`config.mk`:
```
export PLATFORM = sky130hd
export DESIGN_NAME = ysyx_23060203_mem_arb
export DESIGN_NICKNAME = d
export VERILOG_FILES = /design/src/rtl/ysyx_23060203_mem_arb.sv
export SDC_FILE = /design/constraint.sdc
export NUM_CORES = 1
export LEC_CHECK = 0
export ABC_CLOCK_PERIOD_IN_PS = 2070
export CORE_ASPECT_RATIO = 0.5
export CORE_MARGIN = 3
export CORE_UTILIZATION = 39
export DETAILED_ROUTE_END_ITERATION = 8
export PLACE_DENSITY_LB_ADDON = 0.1
export SYNTH_ARGS = -nofsm -noshare
export SYNTH_HDL_FRONTEND = slang
export SYNTH_SLANG_ARGS = --single-unit
```
`constraint.sdc`:
```
create_clock -name clk -period 2.07 [get_ports clk]
set_input_delay 0.414 -clock clk [delete_from_list [all_inputs] [get_ports clk]]
set_output_delay 0.414 -clock clk [all_outputs]
set_load 0.01 [all_outputs]
```
`src/rtl/ysyx_23060203_mem_arb.sv`:
```
// Two-requester memory arbiter for the IFU and LSU.
// One transaction is in flight at a time. Each transaction goes through
// IDLE -> ACCESS -> RESP. ACCESS waits LAT cycles, then drives the memory
// port for a single cycle. Requests are granted round-robin, and the LSU
// goes first after reset.
module ysyx_23060203_mem_arb #(
    parameter int unsigned LAT = 0
) (
    input  logic        clk,
    input  logic        rst,

    input  logic        ifu_req_valid,
    output logic        ifu_req_ready,
    input  logic [31:0] ifu_addr,
    output logic        ifu_resp_valid,
    input  logic        ifu_resp_ready,
    output logic [31:0] ifu_rdata,

    input  logic        lsu_req_valid,
    output logic        lsu_req_ready,
    input  logic        lsu_wen,
    input  logic [2:0]  lsu_func,
    input  logic [31:0] lsu_addr,
    input  logic [31:0] lsu_wdata,
    output logic        lsu_resp_valid,
    input  logic        lsu_resp_ready,
    output logic [31:0] lsu_rdata,

    output logic        mem_ren,
    output logic [2:0]  mem_rfunc,
    output logic [31:0] mem_raddr,
    output logic        mem_wen,
    output logic [2:0]  mem_wfunc,
    output logic [31:0] mem_waddr,
    output logic [31:0] mem_wdata,
    input  logic [31:0] mem_rdata
);

    typedef enum logic [1:0] {IDLE, ACCESS, RESP} state_t;

    localparam logic [2:0] IFU_FUNC = 3'b010;  // instruction fetch is always a word

    state_t      state_reg;
    logic [3:0]  cnt_reg;
    logic        owner_lsu_reg;   // 1: the transaction in flight belongs to the LSU
    logic [31:0] addr_reg;
    logic        wen_reg;
    logic [2:0]  func_reg;
    logic [31:0] wdata_reg;
    logic [31:0] resp_reg;
    logic        last_lsu_reg;    // 1: the LSU won the most recently completed transaction

    logic grant_lsu;
    logic grant_ifu;
    logic idle_open;
    logic access_cycle;
    logic in_resp;
    logic resp_ready_sel;

    // Grant and handshake decode. Ready is held low while reset is asserted.
    always_comb begin
        grant_lsu      = lsu_req_valid && (!ifu_req_valid || !last_lsu_reg);
        grant_ifu      = ifu_req_valid && !grant_lsu;
        idle_open      = (state_reg == IDLE) && !rst;
        access_cycle   = (state_reg == ACCESS) && (cnt_reg == 4'd0);
        in_resp        = (state_reg == RESP);
        resp_ready_sel = owner_lsu_reg ? lsu_resp_ready : ifu_resp_ready;
    end

    assign lsu_req_ready  = idle_open && grant_lsu;
    assign ifu_req_ready  = idle_open && grant_ifu;

    // The memory port is driven only during the access cycle. It is zero at all other times.
    assign mem_ren   = access_cycle && !wen_reg;
    assign mem_raddr = mem_ren ? addr_reg : 32'd0;
    assign mem_rfunc = mem_ren ? func_reg : 3'd0;
    assign mem_wen   = access_cycle && wen_reg;
    assign mem_waddr = mem_wen ? addr_reg : 32'd0;
    assign mem_wfunc = mem_wen ? func_reg : 3'd0;
    assign mem_wdata = mem_wen ? wdata_reg : 32'd0;

    // Only the owner of the transaction sees the response. The other requester reads zero.
    assign lsu_resp_valid = in_resp && owner_lsu_reg;
    assign ifu_resp_valid = in_resp && !owner_lsu_reg;
    assign lsu_rdata      = lsu_resp_valid ? resp_reg : 32'd0;
    assign ifu_rdata      = ifu_resp_valid ? resp_reg : 32'd0;

    // Transaction FSM: latch the request, wait, access memory, then hold the response.
    always_ff @(posedge clk) begin
        if (rst) begin
            state_reg     <= IDLE;
            cnt_reg       <= 4'd0;
            owner_lsu_reg <= 1'b0;
            addr_reg      <= 32'd0;
            wen_reg       <= 1'b0;
            func_reg      <= 3'd0;
            wdata_reg     <= 32'd0;
            resp_reg      <= 32'd0;
            last_lsu_reg  <= 1'b0;
        end else begin
            case (state_reg)
                IDLE: begin
                    if (grant_lsu || grant_ifu) begin
                        owner_lsu_reg <= grant_lsu;
                        addr_reg      <= grant_lsu ? lsu_addr : ifu_addr;
                        wen_reg       <= grant_lsu && lsu_wen;
                        func_reg      <= grant_lsu ? lsu_func : IFU_FUNC;
                        wdata_reg     <= grant_lsu ? lsu_wdata : 32'd0;
                        cnt_reg       <= 4'(LAT);
                        state_reg     <= ACCESS;
                    end
                end
                ACCESS: begin
                    if (cnt_reg != 4'd0) begin
                        cnt_reg <= cnt_reg - 4'd1;
                    end else begin
                        resp_reg  <= wen_reg ? 32'd0 : mem_rdata;
                        state_reg <= RESP;
                    end
                end
                RESP: begin
                    if (resp_ready_sel) begin
                        last_lsu_reg <= owner_lsu_reg;
                        state_reg    <= IDLE;
                    end
                end
                default: state_reg <= IDLE;
            endcase
        end
    end

endmodule

```
==> results.cfg <==
[global_routing]
grt_pass1_vias = 5802
grt_pass1_wl_mm = 32.3
antenna_found_initial = 0
grt-ovfl-total = 0
track_usage = 0.250
grt_max_degree = 52

[cts]
clk_path_buf_depth = 2
cts_inserted_buffers = 9
cts_max_level = 3
clkTransAtPathRegs_ps = 70
clk-insertion-delay-late_ps = 340
root_buffer = clkbuf_16
cts_tree = built
cts_hold_buffers = 0
cts_num_sinks = 108

[timing]
fin_crit_sh = 1.23
fin_worst_hold_slack_ps = 476
rsz0062_at_grt = yes
finalMaxSlewViolations = 0
fin_ws_ps = -474
fmaxAchievable_ghz = 0.393
tightest_slew_ps = 564
finalClockSkew_ps = 10.5
period_needed_ps = 2540
max-slew-margin-rel = 0.624
hold_viol_final = 0
setup_viol = 104

[worst_hold_path]
hp-class = register to register
whs_path_depth = 1

[logic_synthesis]
ys_top_cells_by_count = 123 x and2_1, 108 x dfxtp_1, 68 x a21oi_1, 64 x nand2_1, 36 x clkbuf_1
async_flop_share = 0
synth_cell_types = 44
syn_inst = 654
avgSynthCellArea_um2 = 8.46
synth_top_cell_area_share = 0.391
yosysMostFrequentCell = and2_1
syn_area_um2 = 5530
synth_flop_cell = dfxtp_1
yosysSeqAreaShare = 0.391
synth_warnings = 0
ys_ff_latch = 108
synth.largest_area_cell = dfxtp_1
synth_area_leaders = dfxtp_1 39%, and2_1 14%, a21oi_1 6.2%, a22o_1 5.5%, a311oi_1 5.1%
synth_edf_count = 0
synth_nets = 794

[power]
p_clk_frac = 0.321
power_density_nw_per_um2 = 605
internal-power_uw = 4260
ir_drop_uv = 398
p_switching_uw = 1720
p_seq_frac = 0.408
swShare = 0.287
leakage_uw = 0.00444
power.total_uw = 5980
p_comb_frac = 0.271

[die]
die_h_um = 90.2
die-area_um2 = 15700
die_w_um = 174
io_pins = 310
initial_core_util = 0.404
core-area_um2 = 13700
num_rows = 30

[drt]
drt_iter0_markers = 439
met2WireLength_mm = 11.2
postRouteAntennaNets = 0
wl_met3_mm = 1.59
wl_mm = 22.3
wl_met1_mm = 9.30
drc = 0
viasPerCell = 5.27
top_layer = met4
vias = 6223
drtPass1Iterations = 5
wl_per_cell_um = 18.9

[setup_path]
path_common_cell = buf_6
rr_worst_depth = 7
slowest_stage = or3b_4
required_ps = 1660
cp.arrival_ps = 2130
cp-endpoint = mem_raddr[3]
crit_start = cnt_reg[0]
critPathMaxStageDelay_ps = 390
r2r-end = cnt_reg[3]
startpoint_type = register
r2r-start = cnt_reg[0]
critical_path_peak_fanout = 4
cp-end-kind = output pin
critPathKind = register to output pin
path_cells = inv_2, ha_4, or3b_4, nor3_4, buf_6, buf_16, buf_8, buf_6, and2_4, buf_6
r2r_slack_ps = 310

[status]
status = finished with violations
violations = setup timing

[layout]
final_area_um2 = 9890
num-fill-cells = 1013
multiInputGateArea_um2 = 3240
n_antenna_cell = 0
drive_gt1_frac = 0.359
regArea_um2 = 2170
synthToLayoutAreaGrowth_pct = 78.8
nets = 1123

[placement]
placed_area_um2 = 8870
io_buffer_count = 309
finalWeightedCongestion = 0.804
pre_cts_ws_ps = -367
dp.final_hpwl_mm = 13.5

[flow_run]
cap_violations = 0
[cell type report]
class | count | share of cell area
Clock inverter | 7 | 0.0106
Timing Repair Buffer | 390 | 0.394
Clock buffer | 9 | 0.0228
Tap cell | 192 | 0.0243
Inverter | 3 | 0.00114
Sequential cell | 108 | 0.219
Multi-Input combinational cell | 471 | 0.327
[worst max-delay path, delay by kind of cell, from the launching register on]
family | cells | cell delay, ps
adder cells (fa/ha/maj) | 1 | 130
buffers and inverters | 6 | 640
flip-flops | 1 | 330
AND/OR/NAND/NOR | 3 | 690
[power by group through the flow]
stage	sequential, uW	clock, uW	combinational [uW]
2_1_floorplan	2410	0	690
3_3_place_gp	2470	0	1250
3_5_place_dp	2470	0	1280
4_1_cts	2420	1950	1480
5_1_grt	2470	2010	1740
6_report	2440	1920	1620
[per-stage QoR]
| step | utilization | TNS, ps | instances |
|---|---|---|---|
| final | 0.722 | -29290 | 1180 |
| after global routing | 0.722 | -35690 | 1180 |
| after CTS | 0.690 | -31240 | 1162 |
| after detailed placement | 0.647 | -25610 | 1117 |
| after global placement | 0.647 | -20350 | 1117 |
| after floorplan | - | 0 | 654 |
[worst min path at each step]
stage / startpoint / endpoint / slack [ps]
3_5_place_dp: wdata_reg[3] / wdata_reg[3] / 450
4_1_cts: wdata_reg[1] / wdata_reg[1] / 470
5_1_grt: wdata_reg[0] / wdata_reg[0] / 500
3_3_place_gp: wdata_reg[1] / wdata_reg[1] / 450
6_report: wdata_reg[11] / wdata_reg[11] / 480
2_1_floorplan: wdata_reg[0] / wdata_reg[0] / 430
[metal layers]
metal / vias up / track usage
met3: 20 / 0.0595
met1: 3002 / 0.323
met2: 223 / 0.429
met5: - / 0
li1: 2978 / -
met4: 0 / 0.0535
[what timing repair did]
item | in CTS | in global routing
cloned | 7 | 9
setup buffers | 22 | 14
pin swaps | 5 | 37
gates resized for setup | 527 | 299
hold endpoints to repair | 0 | 0
endpoints found under the setup margin | 172 | 138
[cell families after synthesis]
logic type / count (synthesis) / synth area share
AND/OR/NAND/NOR: 290 / 0.320
AO/OA/AOI/OAI: 178 / 0.215
flip-flops: 108 / 0.391
buffers and inverters: 75 / 0.0676
adder cells (fa/ha/maj): 2 / 0.00452
multiplexers: 1 / 0.00181
[placed cells by master (no fill, tap or decap), types with 10 or more instances in the layout]
master           count
a21oi_1             68
a22o_1              35
a311oi_1            32
and2_1              53
and2_4              77
and3_1              32
buf_12              10
buf_2               46
buf_4               36
buf_6              103
clkbuf_16           16
clkbuf_2            24
clkdlybuf4s50_1    136
dfxtp_1            104
dlygate4sd2_1       19
nand2_1             64
nand4b_1            32
o21ai_0             32
(Power assumes the default switching activity.)
